## config.mk

```make
export PLATFORM = sky130hd
export DESIGN_NAME = hash_stream_bridge
export DESIGN_NICKNAME = d
export VERILOG_FILES = /design/src/rtl/hash_bridge_pkg.sv /design/src/rtl/hash_byte_packer.sv /design/src/rtl/hash_stream_bridge.sv
export SDC_FILE = /design/constraint.sdc
export NUM_CORES = 1
export LEC_CHECK = 0
export ABC_AREA = 1
export ABC_CLOCK_PERIOD_IN_PS = 23600
export CAP_MARGIN = 30
export CELL_PAD_IN_SITES_DETAIL_PLACEMENT = 1
export CELL_PAD_IN_SITES_GLOBAL_PLACEMENT = 1
export CORE_MARGIN = 2
export CORE_UTILIZATION = 42
export CTS_CLUSTER_SIZE = 20
export DETAILED_ROUTE_END_ITERATION = 8
export HOLD_SLACK_MARGIN = 0.02
export PLACE_DENSITY_LB_ADDON = 0.1
export RECOVER_POWER = 100
export SYNTH_ARGS = -nofsm -noshare
export SYNTH_HDL_FRONTEND = slang
export SYNTH_SLANG_ARGS = --single-unit
```

## constraint.sdc

```tcl
create_clock -name clk -period 23.6 [get_ports clk]
set_input_delay 3.54 -clock clk [delete_from_list [all_inputs] [get_ports clk]]
set_output_delay 3.54 -clock clk [all_outputs]
set_load 0.05 [all_outputs]
```

## src/rtl/hash_bridge_pkg.sv

```systemverilog
// Shared types and sizes for the hash stream bridge: FSM state encoding and message geometry.
package hash_bridge_pkg;

    localparam int BYTE_W    = 8;
    localparam int MSG_BYTES = 16;
    localparam int MSG_W     = MSG_BYTES * BYTE_W;
    localparam int CNT_W     = $clog2(MSG_BYTES);

    localparam logic [CNT_W-1:0] LAST_IDX = CNT_W'(MSG_BYTES - 1);

    typedef enum logic [1:0] {
        ST_LOAD  = 2'd0,
        ST_START = 2'd1,
        ST_WAIT  = 2'd2,
        ST_SEND  = 2'd3
    } state_t;

endpackage

```

## src/rtl/hash_byte_packer.sv

```systemverilog
// Assembles MSG_BYTES bytes into one word, first accepted byte landing in the most significant lane.
module hash_byte_packer
    import hash_bridge_pkg::*;
(
    input  logic              clk,
    input  logic              rst,
    input  logic              i_en,
    input  logic [BYTE_W-1:0] i_byte,
    output logic [MSG_W-1:0]  o_msg,
    output logic [CNT_W-1:0]  o_cnt
);

    logic [BYTE_W-1:0] r_bytes [MSG_BYTES];
    logic [CNT_W-1:0]  r_cnt;

    // Counter wraps naturally after the last byte, which is exactly the LOAD exit.
    always_ff @(posedge clk or posedge rst) begin
        if (rst) begin
            for (int k = 0; k < MSG_BYTES; k++) begin
                r_bytes[k] <= '0;
            end
            r_cnt <= '0;
        end else if (i_en) begin
            r_bytes[r_cnt] <= i_byte;
            r_cnt          <= r_cnt + 1'b1;
        end
    end

    for (genvar g = 0; g < MSG_BYTES; g++) begin : g_lane
        assign o_msg[MSG_W-1-g*BYTE_W -: BYTE_W] = r_bytes[g];
    end

    assign o_cnt = r_cnt;

endmodule

```

## src/rtl/hash_stream_bridge.sv

```systemverilog
// Byte-stream front end for a 128-bit hash core: packs 16 bytes, pulses start, streams the digest out.
// Optional WAIT timeout with sticky err is enabled by defining HASH_BRIDGE_TIMEOUT_EN.
module hash_stream_bridge
    import hash_bridge_pkg::*;
#(
    parameter int TIMEOUT_CYCLES = 1024
) (
    input  logic              clk,
    input  logic              rst,
    input  logic [BYTE_W-1:0] in_data,
    input  logic              in_valid,
    output logic              in_ready,
    output logic [MSG_W-1:0]  msg,
    output logic              start,
    input  logic              core_done,
    input  logic [MSG_W-1:0]  core_digest,
    output logic [BYTE_W-1:0] out_data,
    output logic              out_valid,
    input  logic              out_ready,
    output logic              busy,
    output logic              err
);

    state_t             r_state;
    logic [MSG_W-1:0]   r_digest;
    logic [CNT_W-1:0]   r_out_cnt;
    logic               r_done_q;
    logic [CNT_W-1:0]   w_in_cnt;
    logic               w_in_xfer;
    logic               w_out_xfer;
    logic               w_done_rise;
    logic               w_timeout;

    assign in_ready    = (r_state == ST_LOAD);
    assign start       = (r_state == ST_START);
    assign out_valid   = (r_state == ST_SEND);
    assign busy        = (r_state != ST_LOAD);
    assign out_data    = r_digest[MSG_W-1 -: BYTE_W];
    assign w_in_xfer   = in_valid & in_ready;
    assign w_out_xfer  = out_valid & out_ready;
    // A level that is already high when WAIT is entered never looks like an edge.
    assign w_done_rise = core_done & ~r_done_q;

    hash_byte_packer u_packer (
        .clk    (clk),
        .rst    (rst),
        .i_en   (w_in_xfer),
        .i_byte (in_data),
        .o_msg  (msg),
        .o_cnt  (w_in_cnt)
    );

    always_ff @(posedge clk or posedge rst) begin
        if (rst) begin
            r_state   <= ST_LOAD;
            r_digest  <= '0;
            r_out_cnt <= '0;
            r_done_q  <= 1'b0;
        end else begin
            r_done_q <= core_done;
            case (r_state)
                ST_LOAD: begin
                    if (w_in_xfer && (w_in_cnt == LAST_IDX)) r_state <= ST_START;
                end
                ST_START: r_state <= ST_WAIT;
                ST_WAIT: begin
                    if (w_done_rise) begin
                        r_digest <= core_digest;
                        r_state  <= ST_SEND;
                    end else if (w_timeout) begin
                        r_state <= ST_LOAD;
                    end
                end
                ST_SEND: begin
                    // The outgoing byte always sits in the top lane; shift to expose the next.
                    if (w_out_xfer) begin
                        r_digest  <= {r_digest[MSG_W-BYTE_W-1:0], {BYTE_W{1'b0}}};
                        r_out_cnt <= r_out_cnt + 1'b1;
                        if (r_out_cnt == LAST_IDX) r_state <= ST_LOAD;
                    end
                end
                default: r_state <= ST_LOAD;
            endcase
        end
    end

`ifdef HASH_BRIDGE_TIMEOUT_EN
    localparam int TW = $clog2(TIMEOUT_CYCLES + 1);

    logic [TW-1:0] r_wait_cnt;
    logic          r_err;

    assign w_timeout = (r_state == ST_WAIT) && (r_wait_cnt == TW'(TIMEOUT_CYCLES - 1));
    assign err       = r_err;

    always_ff @(posedge clk or posedge rst) begin
        if (rst) begin
            r_wait_cnt <= '0;
            r_err      <= 1'b0;
        end else begin
            r_wait_cnt <= (r_state == ST_WAIT) ? r_wait_cnt + 1'b1 : '0;
            if (w_timeout && !w_done_rise) begin
                r_err <= 1'b1;
            end else if (w_in_xfer && (w_in_cnt == '0)) begin
                r_err <= 1'b0;
            end
        end
    end
`else
    logic w_unused_timeout;

    assign w_timeout        = 1'b0;
    assign err              = 1'b0;
    assign w_unused_timeout = (TIMEOUT_CYCLES > 0);
`endif

endmodule
```

Word level (Yosys, flattened, before mapping)
Cells that the tools add are included.
- flip-flop bits (word level): 267
- bits in latches: 0
- memory bits (writable): 0
- memory bits (read-only): 0
- bits of input ports: 141
- output and inout port bits: 141
- word-level logic and storage cells: 58
- memories kept: 0
- add/subtract/negate cells: 2
- multiply operators: 0
- divide/modulo/power cells: 0
- order comparisons: 2
- equal/unequal tests: 9
- shift operators: 0
- multiplexer cells: 11
- bitwise operators: 5
- reductions and logical operators: 8
- operators by type and width (cell ; number):
    128-bit two-way mux ; 2
    128-bit one-hot mux with 2 select lines ; 1
    128-bit bitwise mux ; 1
    8-bit demux with 4-bit select ; 1
    4-bit by 1-bit adder with 4-bit output (second input constant) ; 2
    4-bit equality test (second input constant) ; 2
    2-bit two-way mux ; 4
    8-bit two-way mux ; 1
    2-bit one-hot mux with 4 select lines ; 1
    2-bit by 1-bit inequality test with 1-bit output (second input constant) ; 3
    5-bit >= comparator (second input constant) ; 1
    5-bit by 1-bit less-than comparator with 1-bit output (second input constant) ; 1
    4-bit inverter with 5-bit output ; 1
    2-bit equality test (second input constant) ; 2
    4-bit AND reduction ; 1
    2-bit nonzero test ; 2
    1-bit bitwise AND ; 3
    3-bit AND reduction ; 1
    2-bit by 1-bit equality test with 1-bit output (second input constant) ; 1
    1-bit logical AND ; 2
    2-bit logical NOT ; 1
    2-bit inequality test (second input constant) ; 1
    2-bit AND reduction ; 1
    1-bit inverter ; 1

Depth between registers and ports, before layout
- depth in word-level cells: 6
- mapped depth: 10
- gate-level depth less buffers: 8

Cells and area by module
Synthesis repeated with hierarchy kept, for this count alone.
- cell total of the unflattened synthesis: 1220
- area, all modules: 11591.1 µm²
- modules (own cells, without submodules) (module ; times used ; cells each ; area each (µm²) ; seq. area each (µm²)):
    hash_stream_bridge ; 1 ; 618 ; 6318.6 ; 3378.2
    hash_byte_packer ; 1 ; 602 ; 5272.6 ; 3303.2

Least setup slack after synthesis
Ideal clock, no wire load.
- path type: register to output
- start: reg r_state[0]
- end: out busy
- arrival: 1.353 ns
- data required time: 20.060 ns
- slack: 18.707 ns
- stages on the path, launching flop included: 4
- buffers on the path: 0
- cell sequence: dfrtp_1 > inv_1 > ha_1 > inv_1
- longest elaborated chain between the ends: 1
- RTL lines (item ; RTL line ; text):
    from (decl) ; hash_stream_bridge.sv:24 ; state_t r_state;
    from (signal assigned) ; hash_stream_bridge.sv:55 ; r_state <= ST_LOAD;
    from (signal assigned) ; hash_stream_bridge.sv:63 ; if (w_in_xfer && (w_in_cnt == LAST_IDX)) r_state <= ST_START;
    from (signal assigned) ; hash_stream_bridge.sv:65 ; ST_START: r_state <= ST_WAIT;
    2-bit nonzero test ; hash_stream_bridge.sv:37 ; assign busy = (r_state != ST_LOAD);
    to (decl) ; hash_stream_bridge.sv:20 ; output logic busy,
Every way passes these cells.

==> flow_summary.toml <==
[sta]
slew_viol_final = 461
hold_violations = 0
maxSlewHeadroom_pct = -278
finalSetupTns_ps = 0
tightestPinTransition_ps = 5640
fin_ws_ps = 12510
skew_ps = 7.95
timing.final.crit_share_pct = 47.0
rsz0062_at_grt = "no"
setup_viol = 0
max_freq_ghz = 0.0901
min_period_ps = 11090

[synth]
synth-edff-count = 0
synthTopCellsByArea = "dfrtp_1 57%, mux2i_1 10%, nand2_1 9.4%"
syn_inst = 1081
syn_area_um2 = 11800
yosysUniqueCellTypes = 23
synth_top_area_share_pct = 56.8
synth-warning-count = 0
synthFlopType = "dfrtp_1"
synth-seq-area-share_pct = 56.8
synth.net_count = 1231
avgSynthCellArea_um2 = 10.9
async_flop_share_pct = 100
synth_common_cells = "296 x nand2_1, 267 x dfrtp_1, 135 x o21ai_0, 120 x mux2i_1, 120 x o21ai_2"
ys_ff_latch = 267
yosysTopAreaCell = "dfrtp_1"
synth.most_common_cell = "nand2_1"

[min_path]
holdPathStages = 1
min_path_type = "reg2reg"

[clock_tree]
cts_buffers = 29
postCtsSetupBuffers = 0
clk_latency_ps = 530
h-tree-depth = 1
cts_tree = "done"
clock_tree.root_cell = "clkbuf_16"
clkTransAtPathRegs_ps = 60
clock_sinks = 267
cts_resized = 0
cts.path.max_buffers = 3
holdBufCountCts = 0

[floorplan]
rows = 61
initial_utilization_pct = 42.5
ios = 282
core_um2 = 27700
die_w_um = 171
die_area_um2 = 29400
dieHeight_um = 171

[drt]
drtPass1Iterations = 4
viasPerCell = 4.89
wl_per_cell_um = 18.5
remaining_drc_errors = 0
ant_nets = 0
num_vias = 8448
drt-total-wl_um = 32000
drtIter0Drc = 367

[critical_path]
crit_chain = "dlygate4sd3_1 > clkinvlp_2 > clkbuf_1 > clkbuf_1"
ff2ff_path_depth = 8
crit_required_ps = 23820
cp_top_family = "buffers and inverters"
max_stage_delay_ps = 3090
path_class = "in2async"
endpoint_kind = "async pin"
cp_data_arrival_time_ps = 11320
crit_fanout = 127
crit_top_cell = "clkbuf_1"
critical_path_depth = 4
worst-path-buf-inv = 4
slowest_stage = "clkinvlp_2"
startpoint_type = "input pin"

[cells_and_area]
fin_cells = 1729
nets = 1475
register_area_um2 = 6680
area_growth_pct = 28.3
drive_gt1_share_pct = 4.53
final_design_area_no_fill_um2 = 15100
multi_input_area_um2 = 3900
fin_util_pct = 54.5
n_fill_cell = 3103

[status]
violations = "capacitance limit, slew limit"
outcome = "finished with violations"

[place]
portBuffers = 280
post-place-ws_ps = 17210
dp_cells = 1672
gp_congestion = 0.765
dpl.hpwl_um = 21400
dpl_cell_area_um2 = 14600

[global_route]
antenna_found_initial = 3
grt_pass1_vias = 9049
grt_use_total_pct = 21.8
grt_overflow = 0
grt_pass1_wl_um = 49900
grt_max_degree = 128

[flow_run]
drv_cap = 6

[power]
peakVddDrop_mv = 0.0821
p_leak_nw = 6.91
pwr_density_cell_nw_per_um2 = 160
==> worst register-to-register path, delay by kind of cell, from the launching register on <==
kind | cells | cell delay (ps)
buffers and inverters | 3 | 2810
and+or+nand+nor | 2 | 1450
AOI/OAI and AO/OA | 2 | 510
DFF | 1 | 440
adders and majority gates | 1 | 370
==> area by class of cell <==
type	instances	area share (%)
Clock inverter	14	1.51
Clock buffer	39	5.52
Inverter	28	0.721
Antenna cell	4	0.0663
Sequential cell	267	44.3
Tap cell	378	3.13
Multi-Input combinational cell	711	25.8
Timing Repair Buffer	288	19.0
==> kinds of logic (layout without fill, tap and decap cells) <==
kind of cell	after synthesis	count (layout)	share of synthesized area [%]
adders and majority gates	9	9	0.957
buffers and inverters	103	369	6.37
other	1	5	0.0319
and+or+nand+nor	316	316	10.3
AOI/OAI and AO/OA	259	259	14.9
xor gates and xnor gates	6	6	0.447
DFF	267	267	56.8
muxes	120	120	10.2
==> where the power goes <==
part / switching [mW] / leakage (nW) / internal, mW / total (mW)
Sequential: 0.122 / 3.40 / 0.680 / 0.802
Clock: 0.184 / 0.516 / 0.312 / 0.496
Combinational: 0.774 / 2.99 / 0.347 / 1.12
Total: 1.08 / 6.91 / 1.34 / 2.42
==> metrics by stage <==
step	total power, mW	hold slack (ps)
after detailed placement	2.11	465
after global placement	2.06	455
after CTS	2.62	478
after floorplan	1.76	442
after global routing	2.58	482
final	2.42	474
==> routing by layer <==
metal  vias up  wire (µm)  part of all wire, %  track usage, %
met4         0        582                  1.8            5.01
met3        41       2320                  7.2            6.93
met1      4128      13300                   42            26.5
met5         -          0                    0               0
met2       195      15800                   49            37.7
li1       4084          -                    -               -
==> cells in the final DEF (no fill, tap or decap), types with 2 or more instances in the layout <==
cell type / synthesis / layout
nand2_1: 296 / 297
o21ai_0: 135 / 253
clkinvlp_4: 0 / 3
clkdlybuf4s50_1: 0 / 136
clkbuf_8: 0 / 7
dlygate4sd3_1: 0 / 144
clkbuf_1: 9 / 8
mux2i_1: 120 / 120
buf_4: 11 / 2
xnor2_1: 2 / 2
clkbuf_16: 0 / 29
inv_1: 27 / 26
ha_1: 9 / 8
diode_2: 0 / 4
dfrtp_1: 267 / 267
bufinv_16: 0 / 6
o21ai_2: 120 / 3
nor2_1: 7 / 8
clkinv_2: 0 / 5
nand3_1: 9 / 9
xor2_1: 4 / 4
==> worst paths after layout <==
path	startpoint	to	slack, ps
max reg2reg	r_state[0]	r_digest[80]	17760
max	rst	u_packer.o_msg[113]	12510
max in group clk	out_ready	r_digest[80]	15130
min in group asynchronous	rst	r_digest[85]	5180
min reg2reg	r_out_cnt[3]	r_out_cnt[3]	470
min	r_out_cnt[3]	r_out_cnt[3]	470
==> state kept, by name, indices dropped and copies added, names as in the netlist <==
name / count
u_packer.o_msg: 128
r_state: 2
u_packer.o_cnt: 4
r_done_q: 1
r_out_cnt: 4
r_digest: 128
No activity file was read; power rests on OpenSTA's default activity.
